<file path="config.mk">
export PLATFORM = sky130hd
export DESIGN_NAME = mem_access_stage
export DESIGN_NICKNAME = d
export VERILOG_FILES = /design/src/rtl/mem_access_stage_pkg.sv /design/src/rtl/mem_access_stage.sv
export SDC_FILE = /design/constraint.sdc
export NUM_CORES = 1
export LEC_CHECK = 0
export ABC_CLOCK_PERIOD_IN_PS = 2000
export CAP_MARGIN = 20
export CORE_UTILIZATION = 30
export CTS_CLUSTER_DIAMETER = 100
export DETAILED_ROUTE_END_ITERATION = 8
export GPL_ROUTABILITY_DRIVEN = 0
export PLACE_DENSITY = 0.67
export SYNTH_ARGS = -nofsm -noshare
export SYNTH_HDL_FRONTEND = slang
export SYNTH_SLANG_ARGS = --single-unit
</file>
<file path="constraint.sdc">
create_clock -name clk -period 2 [get_ports clk]
set_clock_uncertainty 0.15 [all_clocks]
set_input_delay 0.4 -clock clk [delete_from_list [all_inputs] [get_ports clk]]
set_output_delay 0.4 -clock clk [all_outputs]
set_load 0.03 [all_outputs]
</file>
<file path="src/rtl/mem_access_stage_pkg.sv">
// ============================================================================
// Module : mem_access_stage_pkg
// Brief  : Opcode constants and FSM state type for the MEM pipeline stage.
// Rev    : 1.0
// ============================================================================
`default_nettype none

package mem_access_stage_pkg;

  localparam int unsigned OPCODE_W = 6;
  localparam logic [OPCODE_W-1:0] OP_LW = 6'h23;
  localparam logic [OPCODE_W-1:0] OP_SW = 6'h2B;
  localparam int unsigned NOP = 0;

  typedef enum logic [0:0] {
    ST_IDLE = 1'b0,
    ST_WAIT = 1'b1
  } state_t;

endpackage

`default_nettype wire

</file>
<file path="src/rtl/mem_access_stage.sv">
// ============================================================================
// Module : mem_access_stage
// Brief  : MEM stage; runs LW/SW over a req/ack port, passes other ops through.
// Rev    : 1.0
// ============================================================================
`default_nettype none

module mem_access_stage
  import mem_access_stage_pkg::*;
#(
  parameter int WIDTH   = 32,
  parameter int TIMEOUT = 16
) (
  input  logic             clk,
  input  logic             rst_n,
  input  logic             valid_in,
  input  logic [WIDTH-1:0] IR_in,
  input  logic [WIDTH-3:0] PC_in,
  input  logic [WIDTH-1:0] Z_in,
  input  logic [WIDTH-1:0] B_in,
  output logic             stall_out,
  output logic             dmem_req,
  output logic             dmem_we,
  output logic [WIDTH-1:0] dmem_addr,
  output logic [WIDTH-1:0] dmem_wdata,
  input  logic [WIDTH-1:0] dmem_rdata,
  input  logic             dmem_ack,
  output logic             valid_out,
  output logic [WIDTH-1:0] IR_out,
  output logic [WIDTH-3:0] PC_out,
  output logic [WIDTH-1:0] Z_out,
  output logic             err_out
);

  localparam bit         c_timeout_en   = (TIMEOUT != 0);
  localparam logic [7:0] c_timeout_last = (TIMEOUT == 0) ? 8'd0 : 8'(TIMEOUT - 1);

  state_t           r_state;
  state_t           w_state_nxt;
  logic [7:0]       r_timer;
  logic [WIDTH-1:0] r_ir;
  logic [WIDTH-3:0] r_pc;
  logic             r_is_ld;

  logic [OPCODE_W-1:0] w_op;
  logic                w_is_ld;
  logic                w_is_st;
  logic                w_start;
  logic                w_pass;
  logic                w_done;
  logic                w_abort;

  assign w_op      = IR_in[WIDTH-1 -: OPCODE_W];
  assign w_is_ld   = (w_op == OP_LW);
  assign w_is_st   = (w_op == OP_SW);
  assign stall_out = (r_state == ST_WAIT);

  always_ff @(posedge clk or negedge rst_n) begin
    if (!rst_n) r_state <= ST_IDLE;
    else        r_state <= w_state_nxt;
  end

  always_comb begin
    w_state_nxt = r_state;
    w_start     = 1'b0;
    w_pass      = 1'b0;
    w_done      = 1'b0;
    w_abort     = 1'b0;
    case (r_state)
      ST_IDLE: begin
        if (valid_in && (w_is_ld || w_is_st)) begin
          w_start     = 1'b1;
          w_state_nxt = ST_WAIT;
        end else if (valid_in) begin
          w_pass = 1'b1;
        end
      end
      ST_WAIT: begin
        // Ack takes priority over a timeout landing on the same cycle.
        if (dmem_ack) begin
          w_done      = 1'b1;
          w_state_nxt = ST_IDLE;
        end else if (c_timeout_en && (r_timer == c_timeout_last)) begin
          w_abort     = 1'b1;
          w_state_nxt = ST_IDLE;
        end
      end
      default: w_state_nxt = ST_IDLE;
    endcase
  end

  always_ff @(posedge clk or negedge rst_n) begin
    if (!rst_n) begin
      r_timer    <= 8'd0;
      r_ir       <= '0;
      r_pc       <= '0;
      r_is_ld    <= 1'b0;
      dmem_req   <= 1'b0;
      dmem_we    <= 1'b0;
      dmem_addr  <= '0;
      dmem_wdata <= '0;
      valid_out  <= 1'b0;
      IR_out     <= '0;
      PC_out     <= '0;
      Z_out      <= '0;
      err_out    <= 1'b0;
    end else begin
      err_out   <= w_abort;
      valid_out <= 1'b0;
      IR_out    <= WIDTH'(NOP);

      if (w_start) begin
        r_ir       <= IR_in;
        r_pc       <= PC_in;
        r_is_ld    <= w_is_ld;
        dmem_req   <= 1'b1;
        dmem_we    <= w_is_st;
        dmem_addr  <= Z_in;
        dmem_wdata <= B_in;
        r_timer    <= 8'd0;
      end else if (r_state == ST_WAIT && r_timer != 8'hFF) begin
        r_timer <= r_timer + 8'd1;
      end

      if (w_pass) begin
        valid_out <= 1'b1;
        IR_out    <= IR_in;
        PC_out    <= PC_in;
        Z_out     <= Z_in;
      end

      // dmem_addr doubles as the captured effective address for SW results.
      if (w_done) begin
        dmem_req  <= 1'b0;
        valid_out <= 1'b1;
        IR_out    <= r_ir;
        PC_out    <= r_pc;
        Z_out     <= r_is_ld ? dmem_rdata : dmem_addr;
      end

      if (w_abort) dmem_req <= 1'b0;
    end
  end

endmodule

`default_nettype wire

</file>
Yosys cells after proc, flatten, opt, wreduce, memory -nomap -nowiden
Cells that the tools add are included.
{ "op_classes": {"add_sub_neg": 1, "eq_ne": 4, "n_mux": 27, "bitwise_logic": 1, "n_reduce_logical": 6} }
{ "ops": {"columns": ["op", "n"], "rows": [
  ["32-bit two-way mux", 5],
  ["30-bit two-way mux", 2],
  ["1-bit two-way mux", 17],
  ["8-bit two-way mux", 2],
  ["6-bit == test, second input constant", 2],
  ["8-bit by 1-bit adder with 8-bit output, second input constant", 1],
  ["8-bit by 4-bit == test with 1-bit output, second input constant", 1],
  ["8-bit != test, second input constant", 1],
  ["2-bit nonzero test", 2],
  ["3-bit nonzero test", 1],
  ["1-bit logical AND", 2],
  ["1-bit one-hot mux with 2 select lines", 1],
  ["1-bit logical OR", 1],
  ["1-bit NOT", 1]
]} }
{ "word_totals": {"register_bits": 234, "input_bits": 162, "output_inout_bits": 163, "word_cells": 53} }

Depth between registers and ports, before layout
Gate-level depths: netlist of run 1.
{ "depth": {"word_depth": 8, "mapped_depth": 6, "depth_no_buf": 4} }

Worst setup path after synthesis of run 1
No wires, ideal clock.
{ "synth_path": {"kind": "reg-to-reg", "startpoint": "reg r_state (netlist: stall_out)", "endpoint": "reg dmem_addr[13]", "setup_ns": 0.125, "t_arrival_ns": 1.965, "required_time_ns": 1.725, "setup_slack_ns": -0.240, "path_stages_with_launch": 6, "path_buffers": 2, "path_cell_list": "dfrtp_1 -> or4b_4 -> nor2_1 -> buf_2 -> buf_4 -> mux2_2"} }
{ "synth_between": {"elab_chain_len": 1} }
{ "synth_rtl": {"columns": ["element", "line_no", "rtl"], "rows": [
  ["from (decl)", "mem_access_stage.sv:38", "state_t r_state;"],
  ["from (signal assigned)", "mem_access_stage.sv:60", "else r_state <= w_state_nxt;"],
  ["1-bit two-way mux", "mem_access_stage.sv:69", "case (r_state)"],
  ["to (signal assigned)", "mem_access_stage.sv:118", "dmem_addr <= Z_in;"],
  ["to (decl)", "mem_access_stage.sv:24", "output logic [WIDTH-1:0] dmem_addr,"]
]} }
No other way between the ends.
A chain may end at the register's enable or synchronous reset.

Final worst setup path of run 1
{ "layout_path": {"startpoint": "reg r_state (netlist: stall_out)", "endpoint": "reg dmem_wdata[23]"} }
{ "layout_between": {"elab_chain_len": 1} }
{ "layout_rtl": {"columns": ["element", "line_no", "rtl"], "rows": [
  ["1-bit two-way mux", "mem_access_stage.sv:69", null],
  ["to (signal assigned)", "mem_access_stage.sv:119", "dmem_wdata <= B_in;"],
  ["to (decl)", "mem_access_stage.sv:25", "output logic [WIDTH-1:0] dmem_wdata,"]
]} }
No other way between the ends.

==> results.py, run 1 <==
metrics = {
    "floorplan": {
        "core_sq_um": 32500,
        "core.rowCount": 66,
        "die_x_um": 184,
        "die_height_um": 184,
        "die_area_sq_um": 33700,
        "start_util": 0.304,
        "num_io_pins": 325,
    },
    "timing": {
        "slew_violations": 0,
        "fin_crit_ns": 2.06,
        "timing.hold.ws_ns": 0.222,
        "rsz0062_at_grt": "true",
        "setup_ws_ns": -0.0637,
        "worstMarginPinSlew_ns": 0.506,
        "finalSetupViolCount": 107,
        "fmax_ghz": 0.485,
        "min_period_over_period": 1.03,
        "hold_violations": 0,
        "relSlewSlack": 0.662,
    },
    "drt": {
        "routed_via_density": 4.67,
        "wl_um": 28400,
        "avgRoutedWirePerCell_um": 18.7,
        "drtIter0Drc": 206,
        "ant_nets": 0,
        "dr.pass1.iters": 4,
        "vias": 7097,
        "drc": 0,
    },
    "setup_path": {
        "crit_fanout": 26,
        "critPathLaunchType": "register",
        "crit_required_ns": 2.27,
        "cp-end-kind": "register",
        "cp.arrival_ns": 2.33,
        "ff2ff_setup_slack_ns": -0.06,
        "crit_type": "reg2reg",
    },
    "logic_synthesis": {
        "yosysSeqAreaShare": 0.592,
        "ys.warnings.count": 0,
        "postSynthRegisterBits": 234,
        "synth_cell_types": 39,
        "syn_area_sq_um": 9900,
        "synth_flop_cell": "dfrtp_1",
        "avgSynthCellArea_sq_um": 14.4,
        "async_flop_share": 1.00,
        "synth_edf_count": 0,
        "syn_inst": 688,
        "synth_fp_nets": 851,
    },
    "final_layout": {
        "final_nets": 1219,
        "area_growth_pct": 54.2,
        "multi_input_area_sq_um": 3870,
        "seqCellArea_sq_um": 5860,
        "final_cell_mix": "232 x dfrtp_1, 186 x mux2_2, 162 x dlygate4sd2_1, 159 x clkdlybuf4s50_1, 67 x a21oi_1",
        "fill_cells": 3003,
        "final_common_cell": "dfrtp_1",
        "layout-drive-gt1-share": 0.314,
        "design_area_sq_um": 15300,
        "final_util": 0.469,
        "antennaDiodeCount": 0,
    },
    "clock_network": {
        "cts_buffers": 28,
        "cts_tree": "yes",
        "clkSlewWorstSetupHoldPaths_ns": 0.06,
        "worstSkewPairLatency_ns": 0.55,
        "cts-htree-levels": 1,
        "clockRootBuffer": "clkbuf_16",
        "clockBufferDepth": 3,
        "cts.sinks": 234,
    },
    "run_status": {
        "violations": "negative setup slack",
        "status": "finished with violations",
    },
    "grt": {
        "grt_pass1_wl_um": 42400,
        "grt_use_total": 0.161,
        "grt-ovfl-total": 0,
        "grt_max_degree": 55,
        "antenna_found_initial": 1,
        "first_global_vias": 7371,
    },
    "flow_run": {
        "drv_cap": 0,
    },
    "placement": {
        "io_buffers": 324,
        "dpl-instance-area_sq_um": 14100,
        "hpwlAfterDp_um": 18100,
    },
    "min_path": {
        "min_path_type": "in2reg",
    },
    "power_and_ir_drop": {
        "ir_drop_uv": 598,
        "power_mw": 14.4,
        "leakage_nw": 7.09,
        "p_per_area_nw_per_um2": 947,
    },
}
logic make-up (layout without fill, tap and decap cells):
logic type / Yosys count / count (layout) / share of synthesized area
and+or+nand+nor: 38 / 38 / 0.0233
adders and majority gates: 1 / 1 / 0.00126
DFF: 234 / 234 / 0.592
AOI/OAI and AO/OA: 118 / 118 / 0.0753
buffers and inverters: 50 / 440 / 0.0240
muxes: 247 / 247 / 0.284
critical path: stages, from the launching register on:
cell and delay (ns):
dfrtp_2 0.44, or4b_4 0.54, or2_4 0.30, buf_12 0.18, mux2_4 0.31
Yosys cell counts (all sizes together) (2+ instances only):
master    n  area share
and4      4      0.0035
inv       2     0.00076
buf      28       0.016
nor3      3      0.0015
nand2b    4      0.0025
a22o     30       0.027
a21o      2      0.0015
dfrtp   234        0.59
mux2    214        0.25
nand3     3      0.0015
and3      3      0.0019
and2      4      0.0025
nand2     7      0.0027
nor2      2     0.00076
clkbuf   20      0.0076
nand4     2      0.0013
mux2i    33       0.033
o21ai     7      0.0035
o211ai    2      0.0015
nor3b     2      0.0015
a21oi    68       0.034
area by class of cell:
cell class,instances,area share
inverter,2,0.000492
clock buffer,37,0.0521
multi-input combinational,404,0.254
clock inverter,15,0.00894
sequential,234,0.384
tap,442,0.0362
timing repair buffer,386,0.265
sequential cells by signal (all words and copies together), names as in the netlist:
signal / cells
dmem_req: 1
err_out: 1
valid_out: 1
r_pc: 30
IR_out: 32
dmem_we: 1
PC_out: 30
stall_out: 1
dmem_wdata: 32
Z_out: 32
r_ir: 32
r_timer: 8
dmem_addr: 32
r_is_ld: 1
worst paths after layout:
check | startpoint | endpoint | cells after the start
worst max-delay path | stall_out$_DFF_PN0_ | dmem_wdata[23]$_DFFE_PN0N_ | 4
worst min-delay path | dmem_ack | err_out$_DFF_PN0_ | 3
worst max register to register | stall_out$_DFF_PN0_ | dmem_wdata[23]$_DFFE_PN0N_ | 4
worst min register to register | r_ir[31]$_DFFE_PN0N_ | r_ir[31]$_DFFE_PN0N_ | 1
max in group asynchronous | rst_n | Z_out[13]$_DFFE_PN0P_ | 3
min in group asynchronous | rst_n | r_ir[10]$_DFFE_PN0N_ | 2
metrics by stage:
stage,cells,TNS (ns),setup WS [ns]
final,1520,-3.25,-0.0637
after global routing,1520,-11.99,-0.111
after CTS,1507,-3.20,-0.0712
after detailed placement,1447,-87.41,-0.540
after global placement,1447,-86.08,-0.513
after floorplan,688,-8.09,-0.170
power by group:
group | internal [mW] | switching [mW]
combinational | 1.65 | 1.86
sequential | 5.49 | 0.426
clock | 2.94 | 2.09
total | 10.1 | 4.37
repair_timing:
item | in CTS | in global routing
setup endpoints to repair | 259 | 165
gates cloned | 3 | 6
gates resized for setup | 168 | 31
setup buffers | 4 | 7
hold endpoints to repair | 47 | 0
hold buffers | 1 | 0
per-layer routing:
metal	up-vias	global-route usage	wire length, um
met1	3560	0.201	12100
li1	3264	-	-
met2	218	0.268	13600
met4	2	0.0567	909
met3	53	0.0416	1770
met5	-	0	8
No activity file was read; power rests on OpenSTA's default activity.
==> inputs of run 2 (changes only) <==
--- a/config.mk
+++ b/config.mk
@@ -12,6 +12,7 @@
 export DETAILED_ROUTE_END_ITERATION = 8
 export GPL_ROUTABILITY_DRIVEN = 0
 export PLACE_DENSITY = 0.67
+export SKIP_CTS_REPAIR_TIMING = 1
 export SYNTH_ARGS = -nofsm -noshare
 export SYNTH_HDL_FRONTEND = slang
 export SYNTH_SLANG_ARGS = --single-unit
==> run 2 against run 1 <==
The run still ends with negative setup slack left. Utilization rose by 1.5 points. Sequential share of layout area fell by 1.2 points. Global-route usage fell by 0.55 points.
==> results.py, run 2 (synthesis gave the netlist of run 1 again) <==
metrics = {
    "timing": {
        "setup_ws_ns": -0.0607,
        "rsz0062_at_grt": "true",
        "finalSetupViolCount": 86,
        "fin_crit_ns": 2.06,
        "fmax_ghz": 0.485,
        "min_period_over_period": 1.03,
        "hold_violations": 0,
        "slew_violations": 0,
        "worstMarginPinSlew_ns": 0.503,
        "relSlewSlack": 0.665,
    },
    "power_and_ir_drop": {
        "p_sw_mw": 4.38,
        "p_per_area_nw_per_um2": 934,
        "ir_drop_uv": 623,
        "clkPwrFrac": 0.342,
        "leakage_nw": 8.59,
        "seq_power_share": 0.402,
        "sw_frac_of_total": 0.298,
        "internal-power_mw": 10.3,
        "p_comb_frac": 0.255,
        "power_mw": 14.7,
    },
    "placement": {
        "hpwlAfterDp_um": 18100,
        "io_buffers": 324,
        "placed_cells": 1447,
    },
    "grt": {
        "grt_max_degree": 55,
        "first_global_vias": 7294,
        "grt-ovfl-total": 0,
        "grt_use_total": 0.156,
        "grt_pass1_wl_um": 41300,
        "antenna_found_initial": 1,
    },
    "setup_path": {
        "crit_buf_inv": 1,
        "cp-end-kind": "register",
        "rr_worst_depth": 4,
        "worstReg2RegEnd": "dmem_wdata[23]$_DFFE_PN0N_",
        "r2r_start": "stall_out$_DFF_PN0_",
        "crit_slowest_cell": "or4b_4",
        "cp_slowest_stage_delay_ns": 0.54,
        "ff2ff_setup_slack_ns": -0.06,
        "crit_type": "reg2reg",
        "path_delay_family": "simple AND/OR/NAND/NOR gates",
        "worstPathCellList": "or4b_4 > or2_4 > buf_12 > mux2_4",
        "critPathLaunchType": "register",
        "crit_required_ns": 2.27,
        "crit_fanout": 26,
        "cp.arrival_ns": 2.33,
    },
    "clock_network": {
        "cts_tree": "yes",
        "clkSlewWorstSetupHoldPaths_ns": 0.06,
        "clockRootBuffer": "clkbuf_16",
        "clockBufferDepth": 3,
        "cts.sinks": 234,
        "cts_buffers": 28,
        "cts-htree-levels": 1,
        "worstSkewPairLatency_ns": 0.56,
    },
    "floorplan": {
        "die_area_sq_um": 33700,
        "start_util": 0.304,
        "die_x_um": 184,
        "num_io_pins": 325,
        "core_sq_um": 32500,
        "core.rowCount": 66,
        "die_height_um": 184,
    },
    "final_layout": {
        "final_nets": 1212,
        "final_cell_mix": "232 x dfrtp_1, 171 x mux2_2, 162 x dlymetal6s2s_1, 159 x clkdlybuf4s50_1, 67 x a21oi_1",
        "antennaDiodeCount": 0,
        "final_common_cell": "dfrtp_1",
        "area_growth_pct": 59.1,
        "instances_no_fill": 1513,
        "fill_cells": 2889,
        "final_util": 0.484,
        "layout-drive-gt1-share": 0.308,
    },
    "drt": {
        "avgRoutedWirePerCell_um": 18.7,
        "wl_um": 28400,
        "dr.pass1.iters": 4,
        "routed_via_density": 4.66,
        "drtIter0Drc": 276,
        "ant_nets": 0,
        "vias": 7054,
        "drc": 0,
    },
    "run_status": {
        "violations": "negative setup slack",
        "status": "finished with violations",
    },
    "min_path": {
        "hold_start": "dmem_ack",
        "min_path_cells": 3,
        "hold_end": "err_out$_DFF_PN0_",
        "min_path_type": "in2reg",
    },
    "flow_run": {
        "drv_cap": 0,
    },
}
## run 2: worst max-delay path by stage
stage / endpoint / cells after the start / slack, ns / startpoint
4_1_cts: dmem_addr[11] / 1 / -0.22 / dmem_addr[11]$_DFFE_PN0N_
5_1_grt: r_pc[19]$_DFFE_PN0N_ / 5 / -0.12 / stall_out$_DFF_PN0_
2_1_floorplan: dmem_wdata[10]$_DFFE_PN0N_ / 6 / -0.17 / stall_out$_DFF_PN0_
3_3_place_gp: dmem_addr[16]$_DFFE_PN0N_ / 5 / -0.51 / valid_in
6_report: dmem_wdata[23]$_DFFE_PN0N_ / 4 / -0.06 / stall_out$_DFF_PN0_
3_5_place_dp: dmem_addr[13]$_DFFE_PN0N_ / 5 / -0.54 / valid_in
## run 2: final cells by class
class / instances / area [sq um] / area share
clock buffer: 37 / 795 / 0.0504
timing repair buffer: 379 / 4480 / 0.285
multi-input combinational: 404 / 3920 / 0.249
sequential: 234 / 5860 / 0.372
clock inverter: 15 / 136 / 0.00866
inverter: 2 / 7.51 / 0.000477
tap: 442 / 553 / 0.0351
## run 2: layer usage
layer	up-vias	wire length, um	part of all wire	GRT usage
met5	-	8	0.00028	0
met4	2	828	0.029	0.0560
met3	50	1890	0.067	0.0406
met2	227	13600	0.48	0.258
met1	3533	12000	0.42	0.195
li1	3242	-	-	-
## run 2: power groups by stage
stage                     registers [mW]  clock network (mW)  logic [mW]
final                               5.92                5.04        3.75
after global routing                6.02                5.40        3.97
after CTS                           5.93                5.21        3.77
after detailed placement            6.00                   0        3.76
after global placement              5.97                   0        3.71
after floorplan                     6.86                   0        1.08
## run 2: tightest hold or removal path, cell delays in order
cell and delay, ns:
buf_2 0.13, buf_12 0.23, nor3b_1 0.08
## run 2: per-stage QoR
| step | area (sq um) | setup TNS [ns] | worst slack, ns | hold WS (ns) |
|---|---|---|---|---|
| 5_1_grt | 15700 | -10.62 | -0.115 | 0.205 |
| 6_report | 15700 | -3.04 | -0.0607 | 0.205 |
| 3_5_place_dp | 14100 | -87.41 | -0.540 | 0.227 |
| 3_3_place_gp | 14100 | -86.08 | -0.513 | 0.225 |
| 2_1_floorplan | 9920 | -8.09 | -0.170 | -0.0456 |
| 4_1_cts | 15000 | -28.31 | -0.217 | -0.364 |
